`src/rtl/mem_arbiter_pkg.sv`:
```
// Shared definitions for the two-cache line-memory arbiter: FSM encoding,
// requester ids and default widths.
package mem_arbiter_pkg;

  localparam int ADDR_W_DEF = 28;
  localparam int DATA_W_DEF = 128;

  typedef enum logic [1:0] {
    ST_IDLE = 2'd0,
    ST_BUSY = 2'd1,
    ST_RESP = 2'd2
  } arb_state_e;

  localparam logic REQ_I = 1'b0;
  localparam logic REQ_D = 1'b1;

endpackage

```
`src/rtl/mem_arbiter_rr_pick2.sv`:
```
// Two-way round-robin picker: a lone requester wins, a tie goes to the side
// that was not served last.
module rr_pick2
  import mem_arbiter_pkg::*;
(
  input  logic req_i,
  input  logic req_d,
  input  logic last_served,
  output logic gnt_valid,
  output logic gnt_id
);

  assign gnt_valid = req_i | req_d;
  assign gnt_id    = (req_i & req_d) ? ~last_served : (req_d ? REQ_D : REQ_I);

endmodule

```
`src/rtl/mem_arbiter.sv`:
```
// Shares one line memory between the I-cache (reads only) and the D-cache
// (reads and writes); one transaction in flight, responses registered.
module mem_arbiter
  import mem_arbiter_pkg::*;
#(
  parameter int ADDR_W = ADDR_W_DEF,
  parameter int DATA_W = DATA_W_DEF
) (
  input  logic              clk,
  input  logic              proc_reset,
  input  logic              i_mem_read,
  input  logic              i_mem_write,
  input  logic [ADDR_W-1:0] i_mem_addr,
  input  logic [DATA_W-1:0] i_mem_wdata,
  output logic [DATA_W-1:0] i_mem_rdata,
  output logic              i_mem_ready,
  input  logic              d_mem_read,
  input  logic              d_mem_write,
  input  logic [ADDR_W-1:0] d_mem_addr,
  input  logic [DATA_W-1:0] d_mem_wdata,
  output logic [DATA_W-1:0] d_mem_rdata,
  output logic              d_mem_ready,
  output logic              mem_read,
  output logic              mem_write,
  output logic [ADDR_W-1:0] mem_addr,
  output logic [DATA_W-1:0] mem_wdata,
  input  logic [DATA_W-1:0] mem_rdata,
  input  logic              mem_ready,
  output logic              grant_d
);

  arb_state_e        r_state;
  logic              r_last;
  logic              r_gnt_d;
  logic              r_mem_read;
  logic              r_mem_write;
  logic [ADDR_W-1:0] r_addr;
  logic [DATA_W-1:0] r_wdata;
  logic [DATA_W-1:0] r_i_rdata;
  logic [DATA_W-1:0] r_d_rdata;
  logic              r_i_ready;
  logic              r_d_ready;

  logic w_req_i;
  logic w_req_d;
  logic w_gnt_valid;
  logic w_gnt_id;
  logic w_d_write;
  logic w_unused_i;

  // The I-cache never writes the line memory; its write side is dropped here.
  assign w_unused_i = i_mem_write ^ (^i_mem_wdata);
  assign w_req_i    = i_mem_read;
  assign w_req_d    = d_mem_read | d_mem_write;
  assign w_d_write  = (w_gnt_id == REQ_D) & d_mem_write;

  rr_pick2 u_pick (
    .req_i      (w_req_i),
    .req_d      (w_req_d),
    .last_served(r_last),
    .gnt_valid  (w_gnt_valid),
    .gnt_id     (w_gnt_id)
  );

  always_ff @(posedge clk) begin
    if (proc_reset) begin
      r_state     <= ST_IDLE;
      r_last      <= REQ_I;
      r_gnt_d     <= 1'b0;
      r_mem_read  <= 1'b0;
      r_mem_write <= 1'b0;
      r_addr      <= '0;
      r_wdata     <= '0;
      r_i_rdata   <= '0;
      r_d_rdata   <= '0;
      r_i_ready   <= 1'b0;
      r_d_ready   <= 1'b0;
    end else begin
      r_i_ready <= 1'b0;
      r_d_ready <= 1'b0;
      unique case (r_state)
        ST_IDLE: begin
          if (w_gnt_valid) begin
            r_gnt_d     <= (w_gnt_id == REQ_D);
            r_last      <= w_gnt_id;
            r_addr      <= (w_gnt_id == REQ_D) ? d_mem_addr : i_mem_addr;
            r_wdata     <= (w_gnt_id == REQ_D) ? d_mem_wdata : '0;
            r_mem_write <= w_d_write;
            r_mem_read  <= ~w_d_write;
            r_state     <= ST_BUSY;
          end
        end
        ST_BUSY: begin
          if (mem_ready) begin
            r_mem_read  <= 1'b0;
            r_mem_write <= 1'b0;
            if (r_gnt_d) begin
              r_d_rdata <= mem_rdata;
              r_d_ready <= 1'b1;
            end else begin
              r_i_rdata <= mem_rdata;
              r_i_ready <= 1'b1;
            end
            r_state <= ST_RESP;
          end
        end
        // The served cache still shows its old request here, so skip a cycle.
        ST_RESP: begin
          r_gnt_d <= 1'b0;
          r_state <= ST_IDLE;
        end
        default: r_state <= ST_IDLE;
      endcase
    end
  end

  assign mem_read    = r_mem_read;
  assign mem_write   = r_mem_write;
  assign mem_addr    = r_addr;
  assign mem_wdata   = r_wdata;
  assign i_mem_rdata = r_i_rdata;
  assign d_mem_rdata = r_d_rdata;
  assign i_mem_ready = r_i_ready;
  assign d_mem_ready = r_d_ready;
  assign grant_d     = r_gnt_d;

endmodule

```
`config.mk`:
```
export PLATFORM = sky130hd
export DESIGN_NAME = mem_arbiter
export DESIGN_NICKNAME = d
export VERILOG_FILES = /design/src/rtl/mem_arbiter_pkg.sv /design/src/rtl/mem_arbiter_rr_pick2.sv /design/src/rtl/mem_arbiter.sv
export SDC_FILE = /design/constraint.sdc
export NUM_CORES = 1
export LEC_CHECK = 0
export ABC_CLOCK_PERIOD_IN_PS = 3100
export BUFFER_PORTS_ARGS = -buffer_cell sky130_fd_sc_hd__buf_4
export CORE_AREA = 2 2 334 336
export DETAILED_ROUTE_END_ITERATION = 12
export DIE_AREA = 0 0 336 338
export GPL_ROUTABILITY_DRIVEN = 1
export HOLD_SLACK_MARGIN = 0.06
export SLEW_MARGIN = 25
export SYNTH_ARGS = -nofsm -noshare
export SYNTH_HDL_FRONTEND = slang
export SYNTH_HIERARCHICAL = 1
export SYNTH_SLANG_ARGS = --single-unit
export TNS_END_PERCENT = 20
```
`constraint.sdc`:
```
create_clock -name clk -period 3.1 [get_ports clk]
set_input_delay 0.62 -clock clk [delete_from_list [all_inputs] [get_ports clk]]
set_output_delay 0.62 -clock clk [all_outputs]
set_load 0.02 [all_outputs]
```
==> results.cfg, run 1 <==
[status]
outcome = finished clean

[logic_synthesis]
syn_area_per_cell_um2 = 8.065
netlist.area_leader.share_pct = 56.57
synth_cell_type_count = 23
synth_xor_area_share_pct = 0
syn_nets = 2290
ys_seq_area_share_pct = 56.57
synth_top_area_cell = dfxtp_1
synth_compound_area_share_pct = 14.64
ys_ff_latch = 420
yosys_warnings = 6
synth_fa_ha_area_share_pct = 0
synth_top_family_by_area = simple AND/OR/NAND/NOR gates
synth_area_um2 = 14860
synth_cells = 1843
muxShareOfSynthArea_pct = 1.886
synthSimpleGateAreaFrac_pct = 22.21
ys_top_cells_by_area = dfxtp_1 57%, nand2_1 16%, a21oi_1 13%

[finish]
nNetsFinal = 2967
final_common_cell = buf_4
drive_gt1_share_pct = 34.17
seq_area_um2 = 8408
mostFrequentLayoutCells = 758 x buf_4, 645 x nand2_1, 420 x dfxtp_1
syn_to_final_growth_pct = 61.41
fillCellCount = 12321
multiInputGateArea_um2 = 5794

[die]
dieArea_um2 = 113600
num_rows = 122
core_um2 = 110100
die_x_um = 336
ios = 864
die_y_um = 338
start_util_pct = 13.51

[sta]
period_share_pct = 71.59
whs_ps = 243.7
hold_viol = 0
period_minus_slack_ps = 2219
finClkSkew_ps = 12.09
setup_viol = 0
fmax_mhz = 450.6
fin_tns_setup_ps = 0
tightest_slew_ps = 795.5
drv_slew = 0
worst_slack_ps = 880.7
relSlewSlack_pct = 46.97
rsz0062_at_grt = false

[detailed_routing]
detail-route-antenna-nets = 0
avgViaCountPerCell = 3.791
wl_mm = 81.75
wl_per_cell_um = 20.17
vias = 15363
drc = 0
initialDrtViolationCount = 686
dr.pass1.iters = 5

[worst_hold_path]
worstHoldStart = mem_rdata[96]
hold_path.class = primary input to flip-flop

[grt]
grt_start_max_net_pins = 113
grt-ovfl-total = 0
grt_pass1_vias = 14777
grtUsageTotal_pct = 13.63
antenna_found_initial = 24
grt_pass1_wl_mm = 110.4

[worst_setup_path]
crit_type = flip-flop to flip-flop
crit_path_start_kind = flip-flop
critPathBufInv = 1
r2r_setup_slack_ps = 880
cp_slowest_cell = and4bb_4
worst_path_largest_cell_delay_ps = 800
cp-startpoint = r_state[0]
critical-path-top-delay-family = simple AND/OR/NAND/NOR gates
crit_required_ps = 3660
cp_cell_sequence = and4bb_4, buf_4, nand2_1, a21oi_1
r2r-start = r_state[0]
end_kind = flip-flop
critPathArrivalTime_ps = 2770
path_max_fanout = 30

[clock_network]
post_cts_resized = 0
cts_max_path_buffers = 3
htreeDepth = 2
postCtsSetupBuffers = 0
cts_buffers = 52
cts_hold_buf = 0
clk_latency_ps = 630
cts_tree = built
clk_pin_slew_ps = 60
clock_sinks = 420
root_buffer = clkbuf_16

[place]
portBuffers = 734
pre_cts_slack_ps = 661.2
dpl.hpwl_mm = 64.75
place_congestion = 0.7983

[pwr]
ir_drop_v = 0.0004474
power_leakage_nw = 9.844
powerDensity_nw_per_um2 = 607.1

[run]
maxCapViolCount = 0
worst reg2reg max path: stages, from the launching register on:
cell and delay [ps]:
dfxtp_1 590, and4bb_4 800, buf_4 480, nand2_1 150
a21oi_1 140
final timing paths:
path	to	depth (start not counted)
max	i_mem_rdata[89]	4
min	d_mem_rdata[96]	3
max reg2reg	i_mem_rdata[89]	4
min reg2reg	mem_wdata[54]	2
state kept, by name (all words and copies together), names as in the netlist, 2 cells and up:
| name | flops |
|---|---|
| d_mem_rdata | 128 |
| i_mem_rdata | 128 |
| mem_wdata | 128 |
| mem_addr | 28 |
| r_state | 2 |
synth_stat cells:
cell and count:
a2111oi_0 1, a211oi_1 28, a21boi_1 1, a21o_1 1
a21oi_1 388, and4b_1 1, and4bb_2 1, buf_2 85
buf_4 1, clkbuf_1 71, dfxtp_1 420, mux2i_1 28
nand2_1 645, nand2b_1 1, nand3_1 131, nand3b_1 2
nand4b_1 1, nand4bb_1 1, nor2_1 32, nor3b_4 1
or2_1 1, or2_2 1, or3b_1 1
per-stage QoR:
| step | util (%) | cell area (um^2) | power [mW] | cells |
|---|---|---|---|---|
| floorplan | - | 14860 | 6.998 | 1843 |
| global route | 21.80 | 23990 | 15.18 | 4052 |
| global placement | 20.16 | 22190 | 8.364 | 3954 |
| finish | 21.80 | 23990 | 14.57 | 4053 |
| CTS | 21.78 | 23970 | 14.85 | 4046 |
| detailed placement | 20.16 | 22190 | 8.387 | 3954 |
layer usage:
layer  global-route usage (%)  vias up  wire (um)
li1                         -     7461          -
met1                    15.42     7159      31940
met2                    22.42      588      38460
met3                    5.864      135       8307
met4                    5.686       20       2918
met5                        0        -        126
layout make-up:
| cell class | instances | share of cell area, % |
|---|---|---|
| clock buffers | 68 | 6.180 |
| well taps | 1488 | 7.760 |
| multi-input cells | 1266 | 24.15 |
| repair buffers | 780 | 25.53 |
| flip-flops and latches | 420 | 35.05 |
| clock inverters | 24 | 1.257 |
| diodes | 7 | 0.07301 |
cell families after synthesis:
group / count (synthesis)
mux: 28
simple gates: 819
compound gates: 419
flops: 420
buf+inv: 157
power by group:
part	switching (mW)	total [mW]	leakage, nW	internal, mW
registers	0.158	5.84	3.42	5.68
logic	1.46	2.38	5.54	0.919
clock network	2.55	6.35	0.878	3.79
Note: power is estimated with default switching activity, not from simulation.
==> inputs of run 2 (changes only) <==
- ABC_AREA: default -> 1
- ABC_CLOCK_PERIOD_IN_PS: 3100 -> 1900
- CORE_AREA: 2 2 334 336 -> 2 2 332 334
- DIE_AREA: 0 0 336 338 -> 0 0 334 336
- clock period: 3.1 -> 1.9 ns (I/O delays scaled with it)
==> results.cfg, run 2 <==
[status]
outcome = finished clean

[finish]
fillCellCount = 11822
drive_gt1_share_pct = 29.68
mostFrequentLayoutCells = 800 x buf_4, 571 x nor2_1, 420 x dfxtp_1
seq_area_um2 = 8408
design_area_um2 = 28130
final_util_pct = 25.95
syn_to_final_growth_pct = 73.45
nNetsFinal = 3539
multiInputGateArea_um2 = 6810
final_common_cell = buf_4

[worst_setup_path]
reg2regPathDepth = 5
cpMostUsedCell = buf_12
cp-startpoint = r_last
r2r_setup_slack_ps = 90
path_max_fanout = 65
crit_path_start_kind = flip-flop
critPathArrivalTime_ps = 2340
crit_type = flip-flop to flip-flop
crit_end = mem_wdata[88]
cp_slowest_cell = dfxtp_1
crit_required_ps = 2430
worst_path_largest_cell_delay_ps = 380
end_kind = flip-flop
cp_cell_sequence = a21oi_4, buf_12, buf_12, nand4_1, a21oi_1
r2r-start = r_last
reg2reg_to = mem_wdata[88]

[sta]
drv_slew = 0
tightest_slew_ps = 486.8
setup_viol = 0
period_minus_slack_ps = 1805
fin_tns_setup_ps = 0
fmax_mhz = 553.9
worst_slack_ps = 94.62
hold_viol = 0
rsz0062_at_grt = false
period_share_pct = 95.02
finClkSkew_ps = 22.01
relSlewSlack_pct = 67.55

[logic_synthesis]
ys_top_cells_by_area = dfxtp_1 52%, nor2_1 13%, nand2_1 8.0%
ys_ff_latch = 420
synth_cells = 2147
synth_common_cells = 573 x nor2_1, 420 x dfxtp_1, 347 x nand2_1
yosys_warnings = 6
ys_seq_area_share_pct = 51.85
synth_cell_type_count = 23
synthSimpleGateAreaFrac_pct = 32.62
yosysMostFrequentCell = nor2_1
synth_edf_count = 0
muxShareOfSynthArea_pct = 0
netlist.area_leader.share_pct = 51.85
synth_top_area_cell = dfxtp_1
synth_compound_area_share_pct = 8.951
synth_fa_ha_area_share_pct = 0
synth_xor_area_share_pct = 0
synth_top_family_by_area = simple AND/OR/NAND/NOR gates
syn_area_per_cell_um2 = 7.553
ys.flop_type = dfxtp_1
synthArstFlopShare_pct = 0
synth_area_um2 = 16220
syn_nets = 2594

[die]
start_util_pct = 14.96
die_x_um = 334
dieArea_um2 = 112200
ios = 864
num_rows = 121
die_y_um = 336
core_um2 = 108400

[detailed_routing]
wl_per_cell_um = 19.02
drc = 0
detail-route-antenna-nets = 0
wl_mm = 86.62
initialDrtViolationCount = 948
avgViaCountPerCell = 3.993
dr.pass1.iters = 5
vias = 18186

[place]
portBuffers = 734
postPlaceCellArea_um2 = 23880
place_congestion = 0.8108
dpl.hpwl_mm = 66.24
pre_cts_slack_ps = -199.3

[grt]
grt_start_max_net_pins = 85
antenna_found_initial = 31
grt-ovfl-total = 0
grt_pass1_wl_mm = 122.1
grtUsageTotal_pct = 14.66
grt_pass1_vias = 17766

[clock_network]
clock_sinks = 420
clk_latency_ps = 610
htreeDepth = 2
cts_max_path_buffers = 3
root_buffer = clkbuf_16
cts_buffers = 51
cts_tree = built
clk_pin_slew_ps = 60

[pwr]
powerDensity_nw_per_um2 = 912.5
ir_drop_v = 0.0007351
power_leakage_nw = 12.28

[worst_hold_path]
whs_path_depth = 3
hold_path.class = primary input to flip-flop

[run]
maxCapViolCount = 0
run 2: changes by cell type after synthesis, moves of 46 or more:
cell      change
inv_1        +61
nand3b_1    +126
a21oi_1     -255
nand3_1     -129
nor2_1      +541
o21ai_1      +46
o21ai_0     +111
nand2_1     -298
nand4_1     +129
run 2: cell families after synthesis:
family,after synthesis
AOI/OAI and AO/OA,290
buffers and inverters,250
DFF,420
and+or+nand+nor,1187
run 2: final cells by class:
cell class / count / share of cell area [%]
flip-flops and latches: 420 / 29.89
inverters: 64 / 0.9075
multi-input cells: 1478 / 24.21
clock buffers: 73 / 5.303
well taps: 1414 / 6.290
diodes: 11 / 0.09787
clock inverters: 18 / 0.8986
repair buffers: 1077 / 32.39
run 2: how the worst min path moves through the flow:
| stage | from | to | slack [ps] |
|---|---|---|---|
| 2_1_floorplan | r_last | r_last | 440 |
| 3_3_place_gp | mem_wdata[114] | mem_wdata[114] | 450 |
| 3_5_place_dp | mem_wdata[122] | mem_wdata[122] | 460 |
| 4_1_cts | d_mem_wdata[58] | mem_wdata[58] | 60 |
| 5_1_grt | mem_rdata[67] | d_mem_rdata[67] | 60 |
| 6_report | d_mem_wdata[3] | mem_wdata[3] | 100 |
run 2: per-layer routing:
metal  global-route usage [%]  part of all wire, %  up-vias  routed length, um
li1                         -                    -     8879                  -
met1                    16.66                   39     8438              34110
met2                    24.86                   47      681              40680
met3                    6.344                   11      150               9142
met4                    4.265                  2.8       38               2453
met5                        0                 0.27        -                237
run 2: repair_timing:
action	in CTS	in global routing
gates resized for setup	0	2
buffers inserted	0	3
hold buffers	242	0
pin swaps	1	1
setup endpoints to repair	34	19
endpoints found under the hold margin	296	0
cloned	1	0
run 2: through the flow:
step | instances | power (mW) | hold slack (ps)
5_1_grt | 4552 | 26.82 | 63.57
3_3_place_gp | 4207 | 15.12 | 451.6
2_1_floorplan | 2147 | 12.40 | 440.2
4_1_cts | 4541 | 26.05 | 60.41
3_5_place_dp | 4207 | 15.17 | 456.2
6_report | 4555 | 25.66 | 99.28
run 2: where the power goes:
group          switching [mW]  internal (mW)  total [mW]
clock                    4.04           6.24        10.3
combinational            3.22           2.41        5.63
sequential              0.343           9.42        9.76
run 2: critical path, delay by kind of cell (launching register included):
kind / cells / cell delay, ps
buffers and inverters: 2 / 580
and+or+nand+nor: 1 / 110
DFF: 1 / 380
AOI/OAI and AO/OA: 2 / 530
==> inputs of run 3 (changes only) <==
- BUFFER_PORTS_ARGS: -buffer_cell sky130_fd_sc_hd__buf_4 -> default
- CORE_AREA: 2 2 332 334 -> 2 2 339 341
- DIE_AREA: 0 0 334 336 -> 0 0 341 343
- DONT_BUFFER_PORTS: default -> 1
==> results.cfg, run 3 (synthesized netlist as in run 2, its figures left out) <==
[grt]
grtUsageTotal_pct = 14.06
antenna_found_initial = 28
grt-ovfl-total = 0
grt_pass1_vias = 14408
grt_pass1_wl_mm = 115.5
grt_start_max_net_pins = 137

[sta]
worst_slack_ps = 109.5
finClkSkew_ps = 34.19
rsz0062_at_grt = false
tightest_slew_ps = 712.3
drv_slew = 0
period_share_pct = 94.24
fmax_mhz = 558.5
setup_viol = 0
hold_viol = 88
fin_tns_setup_ps = 0
whs_ps = -83.11
period_minus_slack_ps = 1791
relSlewSlack_pct = 52.45

[clock_network]
cts_tree = built
htreeDepth = 2
clock_sinks = 420
root_buffer = clkbuf_16
clk_latency_ps = 610
cts_buffers = 48
cts_max_path_buffers = 3
clk_pin_slew_ps = 60

[worst_setup_path]
end_kind = flip-flop
crit_required_ps = 2400
worst_path_largest_cell_delay_ps = 560
critical-path-top-delay-family = buffers and inverters
crit_path_start_kind = flip-flop
critPathArrivalTime_ps = 2290
cp_cell_sequence = a21oi_4, buf_12, buf_12, o21ai_0, dlygate4sd3_1, nor2_1, nor2_1
crit_type = flip-flop to flip-flop
path_max_fanout = 29
cp_slowest_cell = dlygate4sd3_1
critPathBufInv = 3

[pwr]
power_frac_clock_pct = 41.9
p_int_mw = 16.72
fin_total_pwr_mw = 24.03
powerDensity_nw_per_um2 = 1089
pwr-share-comb_pct = 12.6
power_leakage_nw = 8.242
seq_power_share_pct = 45.6
p_sw_mw = 7.307
switching_share_pct = 30.41
ir_drop_v = 0.0007784

[detailed_routing]
avgViaCountPerCell = 3.971
vias = 15294
detail-route-antenna-nets = 0
wl_mm = 87.43
initialDrtViolationCount = 929
wl_per_cell_um = 22.70
drc = 0
dr.pass1.iters = 5

[finish]
syn_to_final_growth_pct = 36.06
design_area_um2 = 22060
final_common_cell = nor2_1
final_util_pct = 19.45
mostFrequentLayoutCells = 571 x nor2_1, 419 x dfxtp_1, 347 x nand2_1
drive_gt1_share_pct = 7.331
nNetsFinal = 2731

[die]
dieArea_um2 = 117000
core_um2 = 113400
num_rows = 124
die_x_um = 341
start_util_pct = 14.30
die_y_um = 343
ios = 864

[status]
violations = hold timing
outcome = finished, violations left

[worst_hold_path]
hold_path.class = primary input to flip-flop

[place]
portBuffers = 0
pre_cts_slack_ps = 138.1
dpl.hpwl_mm = 68.67
place_congestion = 0.8525
postPlaceCellArea_um2 = 18250

[run]
maxCapViolCount = 0
-- run 3: final timing paths --
path / end / slack [ps] / startpoint / cells past startpoint
worst max-delay path: mem_addr[12] / 110 / r_last / 7
worst min-delay path: mem_wdata[96] / -80 / proc_reset / 1
worst max register to register: mem_addr[12] / 110 / r_last / 7
worst min register to register: d_mem_rdata[8] / 500 / d_mem_rdata[8] / 2
-- run 3: power by group through the flow --
stage	clock [mW]	sequential [mW]	combinational, mW
floorplan	0	10.6	1.77
global placement	0	11.2	2.46
detailed placement	0	11.2	2.50
CTS	10.4	11.0	2.97
global route	10.7	11.1	3.36
finish	10.1	10.9	3.02
-- run 3: what timing repair did --
item / 4_1_cts / 5_1_grt
setup endpoints to repair: 0 / 24
endpoints found under the hold margin: 412 / 117
hold buffers: 193 / 4
gates resized for setup: 0 / 2
setup buffers: 0 / 3
-- run 3: final cells by class --
type,instances,area [um^2]
Fill cell,12575,91350
Sequential cell,420,8409
Multi-Input combinational cell,1477,6802
Timing Repair Buffer,273,2930
Tap cell,1512,1892
Clock buffer,64,1371
Clock inverter,21,355.3
Inverter,64,252.7
Antenna cell,20,50.05
-- run 3: worst register-to-register path, stage by stage, from the launching register on --
cell	delay, ps
dfxtp_1	330
a21oi_4	150
buf_12	150
buf_12	170
o21ai_0	120
dlygate4sd3_1	560
nor2_1	140
nor2_1	70
-- run 3: through the flow --
stage / hold WS (ps) / std cells
after global placement: 474.6 / 3545
after CTS: -167.9 / 3823
after floorplan: 440.2 / 2147
after detailed placement: 487.5 / 3545
after global routing: -147.7 / 3837
final: -83.11 / 3851
-- run 3: layer usage --
metal | routed length (um) | GRT usage [%]
met3 | 10890 | 7.109
met5 | 92 | 0
met4 | 1755 | 3.322
met1 | 32440 | 15.27
met2 | 42250 | 24.31
